[config.mk]
export PLATFORM = sky130hd
export DESIGN_NAME = program_loader
export DESIGN_NICKNAME = d
export VERILOG_FILES = /design/src/rtl/program_loader.sv
export SDC_FILE = /design/constraint.sdc
export NUM_CORES = 1
export LEC_CHECK = 0
export ABC_CLOCK_PERIOD_IN_PS = 4160
export BUFFER_PORTS_ARGS = -buffer_cell sky130_fd_sc_hd__buf_2
export CAP_MARGIN = 20
export CORE_ASPECT_RATIO = 1.25
export CORE_MARGIN = 4
export CORE_UTILIZATION = 55
export CTS_CLUSTER_DIAMETER = 120
export DETAILED_ROUTE_END_ITERATION = 8
export GPL_TIMING_DRIVEN = 0
export HOLD_SLACK_MARGIN = 0.15
export PLACE_DENSITY_LB_ADDON = 0.15
export SLEW_MARGIN = 20
export SYNTH_ARGS = -nofsm -noshare
export SYNTH_HDL_FRONTEND = slang
export SYNTH_SLANG_ARGS = --single-unit
export TNS_END_PERCENT = 5
[constraint.sdc]
create_clock -name clk -period 4.16 [get_ports clk]
set_clock_uncertainty 0.2 [all_clocks]
set_input_delay 0.416 -clock clk [delete_from_list [all_inputs] [get_ports clk]]
set_output_delay 0.416 -clock clk [all_outputs]
set_load 0.05 [all_outputs]
[src/rtl/program_loader.sv]
// Boot-time program loader: receives a length-prefixed byte image and writes it word by word.
// Optional trailing XOR checksum is enabled with the LOADER_CHECKSUM_EN macro.
module program_loader #(
  parameter int unsigned WORD_BYTES     = 4,
  parameter int unsigned ADDR_WIDTH     = 16,
  parameter int unsigned BASE_ADDR      = 0,
  parameter int unsigned FIRST_BYTE_MSB = 1
) (
  input  logic                    clk,
  input  logic                    reset,
  input  logic [7:0]              in_data,
  input  logic                    in_valid,
  output logic                    in_ready,
  output logic [ADDR_WIDTH-1:0]   mem_in_addr,
  output logic [8*WORD_BYTES-1:0] mem_in_data,
  output logic                    mem_in_valid,
  input  logic                    mem_in_ready,
  input  logic                    restart,
  output logic                    load_completed,
  output logic                    load_error,
  output logic [31:0]             words_loaded
);

  localparam int unsigned DATA_W = 8 * WORD_BYTES;
  localparam int unsigned CNT_W  = 4;
  localparam int unsigned CALC_W = 72;
  localparam logic [CNT_W-1:0]  HDR_LAST  = CNT_W'(3);
  localparam logic [CNT_W-1:0]  WORD_LAST = CNT_W'(WORD_BYTES - 1);
  localparam logic [CALC_W-1:0] REGION    = (CALC_W'(1) << ADDR_WIDTH) - CALC_W'(BASE_ADDR);

  typedef enum logic [2:0] {
    S_HDR     = 3'd0,
    S_COLLECT = 3'd1,
    S_WRITE   = 3'd2,
`ifdef LOADER_CHECKSUM_EN
    S_CHECK   = 3'd3,
`endif
    S_DONE    = 3'd4,
    S_ERROR   = 3'd5
  } state_t;

`ifdef LOADER_CHECKSUM_EN
  localparam state_t AFTER_PAYLOAD = S_CHECK;
`else
  localparam state_t AFTER_PAYLOAD = S_DONE;
`endif

  state_t            state;
  state_t            state_next;
  logic [CNT_W-1:0]  byte_cnt;
  logic [31:0]       word_count;
  logic [31:0]       n_full;
  logic [DATA_W-1:0] word_shift;
  logic              in_fire;
  logic              mem_fire;
  logic              hdr_last;
  logic              word_last;
  logic              oversize;
  logic              last_word;
  logic              in_ready_d;
  logic              mem_valid_d;
  logic              done_d;
  logic              err_d;
`ifdef LOADER_CHECKSUM_EN
  logic [7:0]        csum;
`endif

  assign in_fire   = in_valid && in_ready;
  assign mem_fire  = mem_in_valid && mem_in_ready;
  assign hdr_last  = (byte_cnt == HDR_LAST);
  assign word_last = (byte_cnt == WORD_LAST);
  // Header is little-endian: each new byte enters at the top and the first byte ends in [7:0].
  assign n_full    = {in_data, word_count[31:8]};
  assign oversize  = (CALC_W'(n_full) * CALC_W'(WORD_BYTES)) > REGION;
  assign last_word = (33'(words_loaded) + 33'd1) >= 33'(word_count);
  assign word_shift = (FIRST_BYTE_MSB != 0)
                    ? ((mem_in_data << 8) | DATA_W'(in_data))
                    : ((mem_in_data >> 8) | (DATA_W'(in_data) << (DATA_W - 8)));

  // State register plus registered Moore outputs decoded from the next state.
  always_ff @(posedge clk or negedge reset) begin
    if (!reset) begin
      state          <= S_HDR;
      in_ready       <= 1'b0;
      mem_in_valid   <= 1'b0;
      load_completed <= 1'b0;
      load_error     <= 1'b0;
    end else begin
      state          <= state_next;
      in_ready       <= in_ready_d;
      mem_in_valid   <= mem_valid_d;
      load_completed <= done_d;
      load_error     <= err_d;
    end
  end

  // Next-state logic.
  always_comb begin
    state_next = state;
    case (state)
      S_HDR: begin
        if (in_fire && hdr_last) begin
          if (oversize)         state_next = S_ERROR;
          else if (n_full == 0) state_next = AFTER_PAYLOAD;
          else                  state_next = S_COLLECT;
        end
      end
      S_COLLECT: if (in_fire && word_last) state_next = S_WRITE;
      S_WRITE: begin
        if (mem_fire) state_next = last_word ? AFTER_PAYLOAD : S_COLLECT;
      end
`ifdef LOADER_CHECKSUM_EN
      S_CHECK: if (in_fire) state_next = (in_data == csum) ? S_DONE : S_ERROR;
`endif
      S_DONE:  if (restart) state_next = S_HDR;
      S_ERROR: if (restart) state_next = S_HDR;
      default: state_next = S_HDR;
    endcase
  end

  // Output decode; ERROR keeps accepting so the host never stalls.
  always_comb begin
    in_ready_d  = 1'b0;
    mem_valid_d = 1'b0;
    done_d      = 1'b0;
    err_d       = 1'b0;
    case (state_next)
      S_HDR, S_COLLECT: in_ready_d = 1'b1;
`ifdef LOADER_CHECKSUM_EN
      S_CHECK:          in_ready_d = 1'b1;
`endif
      S_WRITE:          mem_valid_d = 1'b1;
      S_DONE:           done_d = 1'b1;
      S_ERROR: begin
        err_d      = 1'b1;
        in_ready_d = 1'b1;
      end
      default: ;
    endcase
  end

  // Datapath: header count, word assembly, address and progress counters.
  always_ff @(posedge clk or negedge reset) begin
    if (!reset) begin
      byte_cnt     <= '0;
      word_count   <= '0;
      mem_in_data  <= '0;
      mem_in_addr  <= ADDR_WIDTH'(BASE_ADDR);
      words_loaded <= '0;
`ifdef LOADER_CHECKSUM_EN
      csum         <= '0;
`endif
    end else begin
      case (state)
        S_HDR: begin
          if (in_fire) begin
            word_count <= n_full;
            byte_cnt   <= hdr_last ? '0 : byte_cnt + CNT_W'(1);
          end
        end
        S_COLLECT: begin
          if (in_fire) begin
            mem_in_data <= word_shift;
            byte_cnt    <= word_last ? '0 : byte_cnt + CNT_W'(1);
`ifdef LOADER_CHECKSUM_EN
            csum        <= csum ^ in_data;
`endif
          end
        end
        S_WRITE: begin
          if (mem_fire) begin
            words_loaded <= words_loaded + 32'd1;
            mem_in_addr  <= mem_in_addr + ADDR_WIDTH'(WORD_BYTES);
          end
        end
        S_DONE, S_ERROR: begin
          if (restart) begin
            words_loaded <= '0;
            mem_in_addr  <= ADDR_WIDTH'(BASE_ADDR);
            byte_cnt     <= '0;
`ifdef LOADER_CHECKSUM_EN
            csum         <= '0;
`endif
          end
        end
        default: ;
      endcase
    end
  end

endmodule

==> out/qor.yml, run 1 <==
clock_network:
  clk_pin_slew_ns: 0.05
  cts_inserted_buffers: 17
  ctsHtreeMaxLevel: 4
  clock_latency_ns: 0.43
  cts_resized: 0
  numClockSinks: 121
  cts.path.max_buffers: 2
  cts_tree: "done"
  root_buffer: "clkbuf_16"
yosys:
  synth_cell_types: 56
  synth_xor_area_share_pct: 5.153
  synth_area_per_cell_um2: 9.640
  syn_area_um2: 6459
  synth_compound_area_share_pct: 12.30
  synth_top_family_by_area: "simple AND/OR/NAND/NOR gates"
  ys_seq_area_share_pct: 46.88
  synth-seq-cells: 121
  netlist_instances: 670
  synth_ff_type: "dfrtp_1"
  yosysWarnings: 0
  synthArstFlopShare_pct: 100.0
  synth_adder_area_share_pct: 6.780
  synth_edf_count: 0
  yosys.area_share.simple_pct: 18.25
  muxShareOfSynthArea_pct: 5.909
critical_path:
  crit_path_max_incr_delay_ns: 0.51
  crit_path_end_kind: "flop"
  cp.required_ns: 4.22
  critPathMostFrequentCell: "a21oi_1"
  path_class: "flop to flop"
  worstSetupStartpointType: "flop"
  critPathArrivalTime_ns: 3.86
  worst-path-max-fanout: 8
  reg2reg_from: "words_loaded[0]"
  startpoint: "words_loaded[0]"
  cpMaxStageDelayCell: "dfrtp_1"
  crit_chain: "ha_1, nand2_1, nor3b_2, nand3_1, xnor2_1, ha_1, a21oi_1, o21ai_0, a21oi_1, o2111ai_1, a211oi_1, a21oi_1"
grt:
  antenna_found_initial: 0
  grt_start_max_net_pins: 75
  gr-usage-all-layers_pct: 25.51
  grt_pass1_wl_mm: 27.14
  grt_pass1_vias: 5527
  overflow: 0
drt:
  viasPerCell: 5.801
  drc_errors: 0
  drtAntennaViolNets: 0
  drtIter0Drc: 361
  vias: 5488
  drtPass1Iterations: 5
  wirelength_mm: 16.53
  wl_per_cell_um: 17.47
sta:
  setup_slack_ns: 0.3598
  tightest_slew_ns: 0.6428
  setup_viol: 0
  fin_crit_sh_pct: 91.35
  timing.hold.ws_ns: 0.1680
  drv_slew: 0
  setup_tns_ns: 0
  fin_crit_ns: 3.800
  slew_headroom_pct: 57.06
  hold_viol: 0
  rsz0062_at_grt: "no"
  max_freq_ghz: 0.2631
floorplanning:
  io_pins: 97
  die_h_um: 129.2
  num_rows: 44
  die_w_um: 104.9
  core_area_um2: 11560
  start_util_pct: 55.87
  fp.dieArea_um2: 13550
place:
  io_buffers: 94
  gp_congestion: 0.8835
  preCtsSetupSlack_ns: 0.4072
  dp_hpwl_mm: 11.95
  dp.cells: 904
layout:
  layout_commonest_cell: "dfrtp_1"
  layout.cells.non_filler: 946
  antenna_cells: 0
  layout_common_cells: "dfrtp_1, buf_2, nand2_1, o21ai_0, inv_1"
  fin_util_pct: 67.86
  final_nets: 843
  area_growth_pct: 21.46
  drive_above_1_share_pct: 22.65
pwr:
  p_leak_nw: 3.969
  irDropWorstVdd_v: 0.0004709
  powerDensity_nw_per_um2: 686.4
status:
  status: "finished clean"
run:
  maxCapViolations: 0
hold_path:
  hold_start: "restart"
  hold_class: "primary input to flop"
==> sequential cells by signal, summed over array words and instances, names as in the netlist <==
register and cells:
state 3, load_completed 1, mem_in_data 32, load_error 1
mem_in_valid 1, word_count 32, words_loaded 32, byte_cnt 4
in_ready 1, mem_in_addr 14
==> cell families after synthesis <==
kind of cell | after synthesis
other | 1
AND/OR/NAND/NOR | 229
buffers and inverters | 72
flip-flops | 121
AO/OA/AOI/OAI | 140
adder cells (fa/ha/maj) | 35
multiplexers | 34
XOR/XNOR | 38
==> path summary, 6_finish.rpt <==
path                                    end  slack [ns]  cells past startpoint
max reg2reg                  load_completed        0.36                     12
min                              load_error        0.17                      3
max                          load_completed        0.36                     12
min in group asynchronous   mem_in_data[13]        0.29                      2
min reg2reg                 mem_in_data[25]        0.30                      1
max in group asynchronous  words_loaded[12]        2.75                      3
==> per-layer routing <==
| metal | track usage, % | vias up | wire, um | share of wire (%) |
|---|---|---|---|---|
| li1 | - | 2615 | - | - |
| met1 | 29.43 | 2651 | 6549 | 40 |
| met2 | 43.82 | 171 | 8293 | 50 |
| met3 | 5.730 | 51 | 836 | 5.1 |
| met4 | 14.98 | 0 | 847 | 5.1 |
| met5 | 0 | - | 0 | 0 |
==> timing repair <==
action,CTS,global route
hold buffers,10,0
hold endpoints to repair,64,0
endpoints found under the setup margin,0,0
buffers inserted,0,0
==> synth_stat cells, types with 4 or more instances <==
| cell | n | share of area, % |
|---|---|---|
| mux2_2 | 33 | 5.8 |
| a21o_1 | 5 | 0.58 |
| and4_1 | 7 | 0.95 |
| inv_1 | 42 | 2.4 |
| a21oi_1 | 34 | 2.6 |
| buf_2 | 7 | 0.54 |
| nor4_1 | 8 | 0.77 |
| nor3_1 | 4 | 0.31 |
| clkbuf_1 | 14 | 0.81 |
| o21ai_0 | 71 | 5.5 |
| ha_1 | 35 | 6.8 |
| nand4_1 | 15 | 1.5 |
| buf_4 | 4 | 0.46 |
| o31ai_1 | 6 | 0.70 |
| nand2_1 | 93 | 5.4 |
| o22ai_1 | 8 | 0.77 |
| and3_1 | 11 | 1.1 |
| nor2_1 | 35 | 2.0 |
| xnor2_1 | 19 | 2.6 |
| dfrtp_1 | 121 | 47 |
| xor2_1 | 19 | 2.6 |
| nand3_1 | 31 | 2.4 |
| buf_1 | 4 | 0.23 |
| or3_1 | 4 | 0.39 |
==> power by group <==
| part | switching, W | total (W) | internal, W |
|---|---|---|---|
| Sequential | 0.000280 | 0.00181 | 0.00153 |
| Combinational | 0.00143 | 0.00208 | 0.000648 |
| Clock | 0.000531 | 0.00150 | 0.000967 |
==> per-stage QoR <==
stage | power, W | area [um^2]
3_5_place_dp | 0.003888 | 7139
2_1_floorplan | 0.003315 | 6462
4_1_cts | 0.005411 | 7845
3_3_place_gp | 0.003802 | 7106
5_1_grt | 0.005691 | 7845
6_report | 0.005384 | 7845
==> critical path, delay by kind of cell, from the launching register on <==
family / cells / cell delay (ns)
compound gates: 6 / 1.08
xor+xnor: 1 / 0.33
simple gates: 3 / 0.85
flops: 1 / 0.51
fa+ha+maj: 2 / 0.67
==> area by class of cell <==
type                    instances  area [um^2]
clock buffers                  20        456.7
clock inverters                12        148.9
well taps                     138        172.7
multi-input cells             478         3133
flip-flops and latches        121         3028
repair buffers                105        604.3
plain buffers                  30        143.9
fillers                       917         3716
inverters                      42        157.7
(Power assumes the default switching activity.)
==> inputs of run 2 (changes only) <==
--- a/config.mk
+++ b/config.mk
@@ -5,6 +5,7 @@
 export SDC_FILE = /design/constraint.sdc
 export NUM_CORES = 1
 export LEC_CHECK = 0
+export ABC_AREA = 1
 export ABC_CLOCK_PERIOD_IN_PS = 4160
 export BUFFER_PORTS_ARGS = -buffer_cell sky130_fd_sc_hd__buf_2
 export CAP_MARGIN = 20
@@ -16,6 +17,7 @@
 export GPL_TIMING_DRIVEN = 0
 export HOLD_SLACK_MARGIN = 0.15
 export PLACE_DENSITY_LB_ADDON = 0.15
+export RECOVER_POWER = 50
 export SLEW_MARGIN = 20
 export SYNTH_ARGS = -nofsm -noshare
 export SYNTH_HDL_FRONTEND = slang
==> run 2 against run 1 <==
Effect of this change: the run now ends with capacitance limit, slew limit left; utilization grew 0.38 points; critical path depth grew 9; combinational power grew 48%; setup slack lost 0.030 ns; power grew 23%; die area grew 3.4%; sequential cell count is the same; highest routed layer unchanged.
==> out/qor.yml, run 2 <==
yosys:
  synth_edf_count: 0  # unchanged
  synth.most_common_cell: "nand2_1"
  yosysWarnings: 0  # unchanged
  synth_cell_types: 44  # -21%
  synth_top_cell_area_share_pct: 45.24  # -1.6 points
  synth_ff_type: "dfrtp_1"
  netlist_instances: 803  # +20%
  synth_area_per_cell_um2: 8.335  # -14%
  netlist_top_cells_area: "dfrtp_1, nand2_1, inv_1"
  syn_area_um2: 6693  # +3.6%
  synthTopCellsByCount: "nand2_1, inv_1, dfrtp_1"
  synthArstFlopShare_pct: 100.0  # unchanged
  synth-seq-cells: 121  # unchanged
  synth_largest_area_cell: "dfrtp_1"
  ys_seq_area_share_pct: 45.24  # -1.6 points
floorplanning:
  num_rows: 44  # unchanged
  die_w_um: 106.7  # +1.7%
  start_util_pct: 56.81  # +0.94 points
  fp.dieArea_um2: 14010  # +3.4%
  core_area_um2: 11780  # +1.9%
  io_pins: 97  # unchanged
  die_h_um: 131.3  # +1.7%
critical_path:
  crit_chain: "ha_1, nand3_2, nor3_2, nand2_1, nor3_2, nand2_1, nor2_1, xor2_1, inv_1, ha_1, nand2_1, nor2_1, nand2_1, nor2_1, nand2_1, nand3_1, a21oi_2, nand2_1, nand2_1, nand2_1, a21oi_1"
  rrSetupSlack_ns: 0.33  # -0.03 ns
  critPathTopFamily: "simple AND/OR/NAND/NOR gates"
  critPathBufInv: 1  # +1
  rr_worst_depth: 21  # +9
  crit_path_max_incr_delay_ns: 0.53  # +0.02 ns
  cp.required_ns: 4.25  # +0.03 ns
  path_class: "flop to flop"
  critPathMostFrequentCell: "nand2_1"
  worst-path-max-fanout: 8  # unchanged
  crit_path_end_kind: "flop"
  cpMaxStageDelayCell: "dfrtp_1"
  worstSetupStartpointType: "flop"
  critPathArrivalTime_ns: 3.92  # +0.06 ns
  reg2reg_from: "words_loaded[0]"
  r2r_end: "in_ready"
place:
  io_buffers: 94  # unchanged
  dp_hpwl_mm: 12.88  # +7.8%
  gp_congestion: 0.9606  # +8.7%
  preCtsSetupSlack_ns: 0.4323  # +0.02504 ns
hold_path:
  hold_start: "restart"
  hold_class: "primary input to flop"
  hold_end: "mem_in_addr[6]"
  hold_path_depth: 4  # +1
clock_network:
  clock_latency_ns: 0.42  # about the same
  cts.path.max_buffers: 2  # unchanged
  cts_resized: 0  # unchanged
  ctsHtreeMaxLevel: 4  # unchanged
  clk_pin_slew_ns: 0.06  # about the same
  cts_inserted_buffers: 17  # unchanged
  root_buffer: "clkbuf_16"
  numClockSinks: 121  # unchanged
  cts_tree: "done"
pwr:
  irDropWorstVdd_v: 0.0004312  # -8.4%
  powerDensity_nw_per_um2: 823.0  # +20%
  sequentialPowerShare_pct: 30.5  # -3.1 points
  internal-power_w: 0.003403  # +8.3%
  clkPwrFrac_pct: 23.0  # -4.8 points
  swShare_pct: 48.56  # +6.9 points
  p_leak_nw: 4.062  # +2.3%
  pwr-share-comb_pct: 46.5  # +7.9 points
  switchingPower_w: 0.003213  # +43%
status:
  status: "finished with violations"
  violations: "capacitance limit, slew limit"
sta:
  setup_viol: 0  # unchanged
  hold_viol: 0  # unchanged
  max_freq_ghz: 0.2611  # -0.79%
  drv_slew: 42  # +42
  slew_headroom_pct: -61.17  # -120 points
  fin_crit_sh_pct: 92.08  # +0.73 points
  rsz0062_at_grt: "no"
  fin_crit_ns: 3.830  # +0.03024 ns
  setup_tns_ns: 0  # unchanged
  tightest_slew_ns: 2.418  # +1.775 ns
  setup_slack_ns: 0.3296  # -0.03024 ns
grt:
  antenna_found_initial: 0  # unchanged
  grt_pass1_wl_mm: 28.39  # +4.6%
  gr-usage-all-layers_pct: 25.27  # -0.24 points
  grt_start_max_net_pins: 81  # +8.0%
  grt_pass1_vias: 5925  # +7.2%
  overflow: 0  # unchanged
layout:
  final_nets: 975  # +16%
  area_growth_pct: 20.12
  multi_input_area_um2: 3063  # -2.2%
  antenna_cells: 0  # unchanged
  fillers: 998  # +8.8%
  layout_common_cells: "nand2_1, inv_1, dfrtp_1, o21ai_0"
  regArea_um2: 3028  # unchanged
  layout_commonest_cell: "nand2_1"
  drive_above_1_share_pct: 15.64  # -7.0 points
  reg.largest.list: "mem_in_data (32), word_count (32), words_loaded (32)"
drt:
  drtAntennaViolNets: 0  # unchanged
  drtIter0Drc: 361  # unchanged
  viasPerCell: 5.393  # -7.0%
  drtPass1Iterations: 5  # unchanged
  wirelength_mm: 17.12  # +3.6%
  vias: 5938  # +8.2%
  drc_errors: 0  # unchanged
  wl_per_cell_um: 15.55  # -11%
run:
  maxCapViolations: 1  # +1
[run 2: metrics by stage]
stage	util (%)	cell area (um^2)	std cells	total power, W	hold slack, ns
floorplan	-	6696	804	0.004296	-0.07959
global placement	62.54	7368	1059	0.004984	0.2626
detailed placement	62.83	7402	1060	0.005122	0.1616
CTS	68.79	8104	1101	0.006671	0.1664
global route	68.23	8039	1101	0.007047	0.2008
finish	68.23	8039	1101	0.006616	0.1687
[run 2: layer usage]
metal	wire [um]	global-route usage, %	share of wire [%]
met5	0	0	0
met4	507	10.87	3.0
met3	955	4.809	5.6
met2	8758	43.70	51
met1	6895	30.55	40
[run 2: cells by family (layout without fill, tap and decap cells)]
family,Yosys count,in the layout,share of synthesized area [%]
AOI/OAI and AO/OA,126,126,10.38
xor gates and xnor gates,24,24,3.141
adders and majority gates,35,35,6.543
buffers and inverters,154,290,8.936
DFF,121,121,45.24
muxes,20,20,3.365
other,1,2,0.05603
and+or+nand+nor,322,322,22.34
[run 2: final cells by class]
| class | instances | share of cell area (%) |
|---|---|---|
| buffer | 20 | 1.152 |
| sequential | 121 | 37.67 |
| clock inverter | 14 | 2.148 |
| multi-input combinational | 529 | 38.10 |
| clock buffer | 18 | 5.463 |
| inverter | 134 | 6.288 |
| timing repair buffer | 104 | 6.677 |
| tap | 161 | 2.506 |
[run 2: power groups by stage]
stage               clock network (W)  logic (W)  registers (W)
CTS                           0.00153    0.00314        0.00200
detailed placement                  0    0.00311        0.00202
global placement                    0    0.00299        0.00199
global route                  0.00159    0.00338        0.00208
floorplan                           0    0.00137        0.00293
finish                        0.00152    0.00308        0.00202
[run 2: how the worst max path moves through the flow]
stage / start / to / cells after the start
2_1_floorplan: words_loaded[0] / in_ready / 21
3_3_place_gp: words_loaded[0] / in_ready / 21
3_5_place_dp: words_loaded[0] / in_ready / 21
4_1_cts: words_loaded[0] / in_ready / 21
5_1_grt: words_loaded[0] / in_ready / 19
6_report: words_loaded[0] / in_ready / 21
[run 2: repair_timing]
action	CTS	global route
setup buffers	0	0
hold buffers	9	0
hold endpoints to repair	60	0
[run 2: worst reg2reg max path: cells and delay by family (launching register included)]
family | cells | cell delay [ns]
simple gates | 15 | 1.93
fa+ha+maj | 2 | 0.57
flops | 1 | 0.53
xor+xnor | 1 | 0.23
compound gates | 2 | 0.16
buf+inv | 1 | 0.07
